===== config.mk =====
export PLATFORM = sky130hd
export DESIGN_NAME = imem_loader
export DESIGN_NICKNAME = d
export VERILOG_FILES = /design/src/rtl/riscv_pkg.sv /design/src/rtl/imem_loader_byte_packer.sv /design/src/rtl/imem_loader.sv
export SDC_FILE = /design/constraint.sdc
export NUM_CORES = 1
export LEC_CHECK = 0
export ABC_AREA = 1
export BUFFER_PORTS_ARGS = -buffer_cell sky130_fd_sc_hd__buf_2
export CAP_MARGIN = 20
export CORE_MARGIN = 2
export CORE_UTILIZATION = 62
export CTS_BUF_LIST = sky130_fd_sc_hd__clkbuf_8 sky130_fd_sc_hd__clkbuf_16
export CTS_CLUSTER_DIAMETER = 80
export CTS_CLUSTER_SIZE = 16
export DETAILED_ROUTE_END_ITERATION = 10
export GPL_ROUTABILITY_DRIVEN = 1
export PLACE_DENSITY = 0.9
export SLEW_MARGIN = 20
export SYNTH_ARGS = -nofsm -noshare
export SYNTH_HDL_FRONTEND = slang
export SYNTH_SLANG_ARGS = --single-unit

===== constraint.sdc =====
create_clock -name clk -period 7.4 [get_ports clk]
set_clock_uncertainty 0.1 [all_clocks]
set_input_delay 0.37 -clock clk [delete_from_list [all_inputs] [get_ports clk]]
set_output_delay 0.37 -clock clk [all_outputs]
set_load 0.005 [all_outputs]

===== src/rtl/riscv_pkg.sv =====
// ----------------------------------------------------------------------------
// riscv_pkg
// Shared definitions for the instruction-memory boot loader.
//   WORD_W / BYTES_PER_WORD : instruction word geometry (little-endian lanes)
//   BYTE_IDX_W              : width of the lane index inside a word
//   LEN_W                   : width of the length header (two bytes)
//   state_t                 : loader FSM state encoding
//   is_rx_state()           : states in which the loader accepts stream bytes
// ----------------------------------------------------------------------------
package riscv_pkg;

    localparam int WORD_W         = 32;
    localparam int BYTES_PER_WORD = 4;
    localparam int BYTE_IDX_W     = $clog2(BYTES_PER_WORD);
    localparam int LEN_W          = 16;

    typedef enum logic [2:0] {
        LEN_LO = 3'd0,
        LEN_HI = 3'd1,
        DATA   = 3'd2,
        WRITE  = 3'd3,
        DONE   = 3'd4,
        ERR    = 3'd5
    } state_t;

    // The loader only takes bytes while collecting the header or word data.
    function automatic logic is_rx_state(input state_t s);
        return (s == LEN_LO) || (s == LEN_HI) || (s == DATA);
    endfunction

endpackage


===== src/rtl/imem_loader_byte_packer.sv =====
// ----------------------------------------------------------------------------
// byte_packer
// Assembles a little-endian instruction word from a byte stream, one lane per
// accepted byte (lane 0 = bits 7:0).
//   clk, rst  : clock, asynchronous active-high reset
//   clr       : restart at lane 0 (start of a new program body)
//   wr_en     : a byte is accepted this cycle on din
//   din       : stream byte
//   word_full : this accepted byte completes the word
//   word_next : the word including the byte being accepted this cycle, so the
//               owner can register it on the same edge the last lane lands
// ----------------------------------------------------------------------------
module byte_packer
    import riscv_pkg::*;
(
    input  logic              clk,
    input  logic              rst,
    input  logic              clr,
    input  logic              wr_en,
    input  logic [7:0]        din,
    output logic              word_full,
    output logic [WORD_W-1:0] word_next
);

    localparam logic [BYTE_IDX_W-1:0] LAST_IDX = BYTE_IDX_W'(BYTES_PER_WORD - 1);

    logic [BYTE_IDX_W-1:0] byte_idx_reg;
    logic [7:0]            lane_reg [BYTES_PER_WORD];

    // Power-of-two lane count: the index wraps to 0 after the last lane.
    always_ff @(posedge clk or posedge rst) begin
        if (rst) begin
            byte_idx_reg <= '0;
        end else if (clr) begin
            byte_idx_reg <= '0;
        end else if (wr_en) begin
            byte_idx_reg <= byte_idx_reg + 1'b1;
        end
    end

    genvar gi;
    generate
        for (gi = 0; gi < BYTES_PER_WORD; gi++) begin : g_lane
            logic lane_sel;

            assign lane_sel = wr_en && (byte_idx_reg == BYTE_IDX_W'(gi));

            always_ff @(posedge clk or posedge rst) begin
                if (rst) begin
                    lane_reg[gi] <= '0;
                end else if (lane_sel) begin
                    lane_reg[gi] <= din;
                end
            end

            // Bypass the incoming byte into its lane for the completed word.
            assign word_next[gi*8 +: 8] = lane_sel ? din : lane_reg[gi];
        end
    endgenerate

    assign word_full = wr_en && (byte_idx_reg == LAST_IDX);

endmodule


===== src/rtl/imem_loader.sv =====
// ----------------------------------------------------------------------------
// imem_loader
// Boot-time loader: takes a length-prefixed byte stream (16-bit little-endian
// word count, then count little-endian 32-bit words), writes the words into
// instruction memory from BASE_ADDR upward and holds the CPU in reset until
// the program is complete.
//   clk, rst            : clock, asynchronous active-high reset
//   in_data/in_valid    : stream byte and its valid
//   in_ready            : byte accepted when in_valid && in_ready
//   load_req            : start a new load (only from DONE or ERR)
//   imem_we/addr/wd     : instruction memory write port, one pulse per word
//   cpu_hold            : keeps the core in reset while not DONE
//   done                : one-cycle pulse at load completion
//   err                 : sticky, header count exceeded MAX_WORDS
// ----------------------------------------------------------------------------
module imem_loader
    import riscv_pkg::*;
#(
    parameter int                ADDR_W    = 32,
    parameter logic [ADDR_W-1:0] BASE_ADDR = '0,
    parameter int                MAX_WORDS = 256
) (
    input  logic              clk,
    input  logic              rst,
    input  logic [7:0]        in_data,
    input  logic              in_valid,
    output logic              in_ready,
    input  logic              load_req,
    output logic              imem_we,
    output logic [ADDR_W-1:0] imem_addr,
    output logic [WORD_W-1:0] imem_wd,
    output logic              cpu_hold,
    output logic              done,
    output logic              err
);

    state_t            state_reg;
    logic [LEN_W-1:0]  count_reg;
    logic [LEN_W-1:0]  word_idx_reg;

    logic              xfer;
    logic              pack_clr;
    logic              pack_wr;
    logic              word_full;
    logic [WORD_W-1:0] word_next;
    logic [LEN_W-1:0]  count_next;
    logic [ADDR_W-1:0] word_addr;

    assign in_ready   = is_rx_state(state_reg);
    assign xfer       = in_valid && in_ready;
    assign pack_clr   = xfer && (state_reg == LEN_HI);
    assign pack_wr    = xfer && (state_reg == DATA);
    // Full header value as it will be once the high byte lands.
    assign count_next = {in_data, count_reg[7:0]};
    assign word_addr  = BASE_ADDR + (ADDR_W'(word_idx_reg) << BYTE_IDX_W);

    byte_packer u_packer (
        .clk       (clk),
        .rst       (rst),
        .clr       (pack_clr),
        .wr_en     (pack_wr),
        .din       (in_data),
        .word_full (word_full),
        .word_next (word_next)
    );

    always_ff @(posedge clk or posedge rst) begin
        if (rst) begin
            state_reg    <= LEN_LO;
            count_reg    <= '0;
            word_idx_reg <= '0;
            imem_we      <= 1'b0;
            imem_addr    <= BASE_ADDR;
            imem_wd      <= '0;
            cpu_hold     <= 1'b1;
            done         <= 1'b0;
            err          <= 1'b0;
        end else begin
            imem_we <= 1'b0;
            done    <= 1'b0;
            unique case (state_reg)
                LEN_LO: begin
                    if (xfer) begin
                        count_reg[7:0] <= in_data;
                        state_reg      <= LEN_HI;
                    end
                end
                LEN_HI: begin
                    if (xfer) begin
                        count_reg[15:8] <= in_data;
                        if (count_next == '0) begin
                            state_reg <= DONE;
                            done      <= 1'b1;
                            cpu_hold  <= 1'b0;
                        end else if (32'(count_next) > 32'(MAX_WORDS)) begin
                            state_reg <= ERR;
                            err       <= 1'b1;
                        end else begin
                            state_reg    <= DATA;
                            word_idx_reg <= '0;
                        end
                    end
                end
                DATA: begin
                    // Registering the port here makes imem_we high exactly
                    // during the WRITE cycle.
                    if (word_full) begin
                        state_reg <= WRITE;
                        imem_we   <= 1'b1;
                        imem_addr <= word_addr;
                        imem_wd   <= word_next;
                    end
                end
                WRITE: begin
                    if (word_idx_reg == count_reg - 1'b1) begin
                        state_reg <= DONE;
                        done      <= 1'b1;
                        cpu_hold  <= 1'b0;
                    end else begin
                        word_idx_reg <= word_idx_reg + 1'b1;
                        state_reg    <= DATA;
                    end
                end
                DONE, ERR: begin
                    if (load_req) begin
                        state_reg <= LEN_LO;
                        cpu_hold  <= 1'b1;
                        err       <= 1'b0;
                    end
                end
                default: begin
                    state_reg <= LEN_LO;
                    cpu_hold  <= 1'b1;
                end
            endcase
        end
    end

endmodule


# Word level (Yosys, flattened, before mapping)
# Index checks and enable logic that the tools add are counted.
dict set report totals {
  regBits 113
  inputBits 12
}
dict set report classes {
  n_reduce_logical 24
  magnitude_cmp 1
  n_bitwise 1
  n_eq_ne 19
  mux 34
  n_addsub 3
}
# op count
set op_table {}
lappend op_table {{2-to-1 mux 16 bit} 4}
lappend op_table {{one-hot mux 16 bit (2 select lines)} 1}
lappend op_table {{2-to-1 mux 8 bit} 3}
lappend op_table {{2-to-1 mux 3 bit} 7}
lappend op_table {{adder 16 x 1 -> 16 bit (second input constant)} 1}
lappend op_table {{equality test 16 bit} 1}
lappend op_table {{> comparator 16 x 9 -> 1 bit (second input constant)} 1}
lappend op_table {{zero test 16 bit} 1}
lappend op_table {{subtractor 16 x 1 -> 16 bit (second input constant)} 1}
lappend op_table {{one-hot mux 3 bit (5 select lines)} 1}
lappend op_table {{AND reduction 5 bit} 3}
lappend op_table {{inequality test 2 bit (second input constant)} 7}
lappend op_table {{2-to-1 mux 1 bit} 13}
lappend op_table {{logical AND 1 bit} 7}
lappend op_table {{equality test 3 x 2 -> 1 bit (second input constant)} 2}
lappend op_table {{equality test 3 bit (second input constant)} 2}
lappend op_table {{inequality test 2 x 1 -> 1 bit (second input constant)} 3}
lappend op_table {{AND reduction 2 bit} 3}
lappend op_table {{nonzero test 2 bit} 3}
lappend op_table {{equality test 2 bit (second input constant)} 2}
lappend op_table {{2-to-1 mux 2 bit} 2}
lappend op_table {{one-hot mux 1 bit (2 select lines)} 2}
lappend op_table {{one-hot mux 1 bit (4 select lines)} 1}
lappend op_table {{AND reduction 4 bit} 1}
lappend op_table {{other kinds (8)} 10}

# Longest topological paths before layout
dict set report logic_depth {
  word_depth 8
  depth_mapped 17
  ltp_nobuf 16
}

# By module
# From an unflattened synthesis, not the netlist that was laid out.
dict set report unflattened {
  cells_unflattened 837
  hier_area_um2 6311.1
}
# module n_inst cells_each seq_area_each_um2 area_per_inst_um2
set modules_own_cells {}
lappend modules_own_cells {imem_loader 1 678 2178.3 4892.2}
lappend modules_own_cells {byte_packer 1 159 850.8 1418.9}

# Worst setup path after synthesis
# OpenSTA, ideal clock, no wires.
dict set report synth_path {
  kind {register to register}
  from {register count_reg[0]}
  to {register word_idx_reg[9]}
  period_less_slack_ps 2090
  arrival_ps 1873
  setup_slack_ps 5310
  path_stages_with_launch 15
  required_ps 7183
  path_cell_list {dfrtp_1 > inv_1 > ha_1 > nand2_2 > nor2_8 > nand2_1 > nand3_1 > inv_1 > nor2_1 > nand2_1 > nor2_4 > nand3_4 > buf_2 > nand3_1 > nand2_1}
}
dict set report synth_via {
  elab_chain_cells 4
}
# element line_no
set synth_rtl {}
lappend synth_rtl {{from (decl)} imem_loader.sv:38} ;# logic [LEN_W-1:0] count_reg;
lappend synth_rtl {{from (signal assigned)} imem_loader.sv:84} ;# count_reg[7:0] <= in_data;
lappend synth_rtl {{subtractor 16 x 1 -> 16 bit} imem_loader.sv:115} ;# if (word_idx_reg == count_reg - 1'b1) begin
lappend synth_rtl {{equality test 16 bit} imem_loader.sv:115}
lappend synth_rtl {{inequality test 2 bit (no line)} -}
lappend synth_rtl {{AND reduction 5 bit (no line) *} -}
lappend synth_rtl {{to (signal assigned)} imem_loader.sv:120} ;# word_idx_reg <= word_idx_reg + 1'b1;
lappend synth_rtl {{to (decl)} imem_loader.sv:39} ;# logic [LEN_W-1:0] word_idx_reg;
# Every way passes the cells marked *; elsewhere a longest branch is shown, timed or not.
# A chain may end at the register's enable or synchronous reset.

# Worst setup path in the final report
dict set report layout_path {
  from {register count_reg[0]}
  to {register word_idx_reg[4]}
}
# The elaborated chain is that of the path after synthesis.

==> flow_metrics.tcl <==
set metrics [dict create \
    outcome "complete, no violations" \
    synth_cell_types 35 \
    syn_to_final_growth_pct 15.82 \
    fin_crit_ps 2760 \
    clock-root-buffer "clkbuf_8" \
    power_mw 2.237 \
    final_common_cell "nand2_1" \
    synth_edf_count 0 \
    postPlaceCellArea_um2 6070 \
    synthXorXnorAreaFrac 0.03041 \
    ys_warn_count 0 \
    globalplace.congestion 0.9079 \
    seq_area_frac_synth 0.4912 \
    swShare 0.3761 \
    worstSetupPathType "reg2reg" \
    vias 5375 \
    largest_register_ffs 32 \
    start_util 0.6323 \
    cts_tree "yes" \
    power_switching_uw 841.4 \
    grt_usage 0.3277 \
    drt_iter0_markers 715 \
    p_int_mw 1.396 \
    dieArea_um2 10080 \
    syn-cell-area_um2 5759 \
    clockPowerShare 0.360 \
    postCtsResizedCells 0 \
    pwr-share-comb 0.279 \
    clk_pin_slew_ps 60 \
    min_period_over_period 0.3730 \
    async_reset_ff_frac 1.000 \
    maxSlewHeadroom 0.4556 \
    synth_ff_type "dfrtp_1" \
    clk_latency_ps 530 \
    fin_worst_hold_slack_ps 26.94 \
    clock_sinks 113 \
    netlist_instances 751 \
    dpl.hpwl_um 9596 \
    post_drt_wl_per_cell_um 16.55 \
    yosys.area_share.adder 0.01303 \
    p_seq_frac 0.361 \
    clk_path_buf_depth 2 \
    coreArea_um2 9109 \
    drv_cap 0 \
    cp.arrival_ps 3070 \
    place_ws_ps 4165 \
    power.leakage_nw 3.642 \
    critical_path_required_ps 7710 \
    ys_seq_elements 113 \
    cp_max_fo 16 \
    worstSetupStartpointType "flip-flop" \
    fmax_mhz 362.3 \
    fin_util 0.7323 \
    dp_cells 905 \
    cts.htree.levels 4 \
    rsz0062_at_grt "false" \
    setup_viol 0 \
    die_x_um 100.4 \
    via_per_inst 5.730 \
    die_h_um 100.4 \
    layout_common_cells "287 x nand2_1, 112 x dfrtp_1, 72 x inv_1, 64 x buf_2, 62 x o21ai_0" \
    layout.cells.non_filler 938 \
    synth_compound_area_frac 0.06713 \
    p_per_area_nw_per_um2 335.4 \
    crit_path_end_kind "flip-flop" \
    final_area_um2 6670 \
    drcViolationCount 0 \
    holdBufCountCts 1 \
    hold_viol_final 0 \
    dr.pass1.iters 6 \
    portBuffers 64 \
    grt_max_degree 92 \
    fill_cells 644 \
    synth.area.mux_share 0 \
    synth_top_family_by_area "simple AND/OR/NAND/NOR gates" \
    drive_above_1_share 0.1366 \
    grt_pass1_wl_um 25670 \
    antenna_found_initial 0 \
    std_cell_rows 35 \
    syn_area_per_cell_um2 7.669 \
    tightest_slew_ps 816.6 \
    postCtsSetupRepairBufs 0 \
    finalSetupTns_ps 0 \
    ant_nets 0 \
    yosys.area_share.simple 0.3122 \
    finalMaxSlewViolations 0 \
    grt_pass1_vias 5402 \
    fin_ws_ps 4640 \
    io_pins 81 \
    hold_path_class "in2reg" \
    vdd_drop_max_v 0.0002086 \
    wirelength_um 15530 \
    cts_buffers 17 \
    overflow 0 \
    nets 832 \
    diodes 0 \
]
worst paths after layout:
path,startpoint,end,slack (ps),cells after the start
max,count_reg[0]$_DFFE_PP0P_,word_idx_reg[4]$_DFFE_PP0P_,4640,11
min,in_data[0],count_reg[8]$_DFFE_PP0P_,30,3
max reg2reg,count_reg[0]$_DFFE_PP0P_,word_idx_reg[4]$_DFFE_PP0P_,4640,11
min reg2reg,cpu_hold$_DFFE_PP1P_,cpu_hold$_DFFE_PP1P_,360,2
max in group asynchronous,rst,state_reg[1]$_DFFE_PP0P_,5850,4
min in group asynchronous,rst,imem_wd[30]$_DFFE_PP0P_,260,3
synth_stat cells (2+ instances only):
library cell	count	share of area
ha_1	6	0.013
xor2_1	14	0.021
a21oi_1	2	0.0017
nor4_1	2	0.0022
buf_2	3	0.0026
nor2_2	2	0.0022
buf_6	2	0.0039
o21ai_1	7	0.0061
nand2_2	2	0.0022
nand2_4	2	0.0039
o21ai_0	62	0.054
clkbuf_1	15	0.0098
inv_1	72	0.047
nand2_1	288	0.19
nor2_1	60	0.039
nand4_1	4	0.0043
dfrtp_1	112	0.49
nand3b_1	3	0.0039
buf_4	16	0.021
nand3_1	44	0.038
xnor2_1	6	0.0091
nor2_4	6	0.012
nor3_1	9	0.0078
worst max-delay path: stages, from the launching register on:
cell and delay [ps]:
dfrtp_1 430, inv_1 210, ha_1 270, nand2_2 150
nor2_8 180, o21ai_1 110, nand2_1 150, o21ai_0 210
nor2_4 410, nand2_4 220, nand2_1 130, nand2_1 60
cell type report:
class / count / area [µm²] / share of cell area
flip-flops and latches: 113 / 2829 / 0.4241
inverters: 73 / 276.5 / 0.04146
repair buffers: 66 / 341.6 / 0.05121
well taps: 111 / 138.9 / 0.02082
clock inverters: 14 / 153.9 / 0.02307
multi-input cells: 543 / 2502 / 0.3752
clock buffers: 18 / 427.9 / 0.06415
routing by layer:
layer / vias to the layer above / global-route usage / wire length, µm
li1: 2441 / - / -
met1: 2501 / 0.3983 / 5993
met2: 326 / 0.5483 / 7478
met3: 107 / 0.06128 / 1175
met4: 0 / 0.1886 / 880
met5: - / 0 / 0
power groups by stage:
stage	clock, mW	combinational [mW]	sequential (mW)
3_3_place_gp	0	0.556	0.795
4_1_cts	0.801	0.611	0.801
5_1_grt	0.831	0.705	0.814
3_5_place_dp	0	0.586	0.803
2_1_floorplan	0	0.487	0.773
6_report	0.806	0.624	0.808
cells by family after synthesis:
kind of cell	Yosys count
AO/OA/AOI/OAI	75
other	1
buffers and inverters	110
flip-flops	113
XOR/XNOR	20
AND/OR/NAND/NOR	426
adder cells (fa/ha/maj)	6
(Power assumes the default switching activity.)
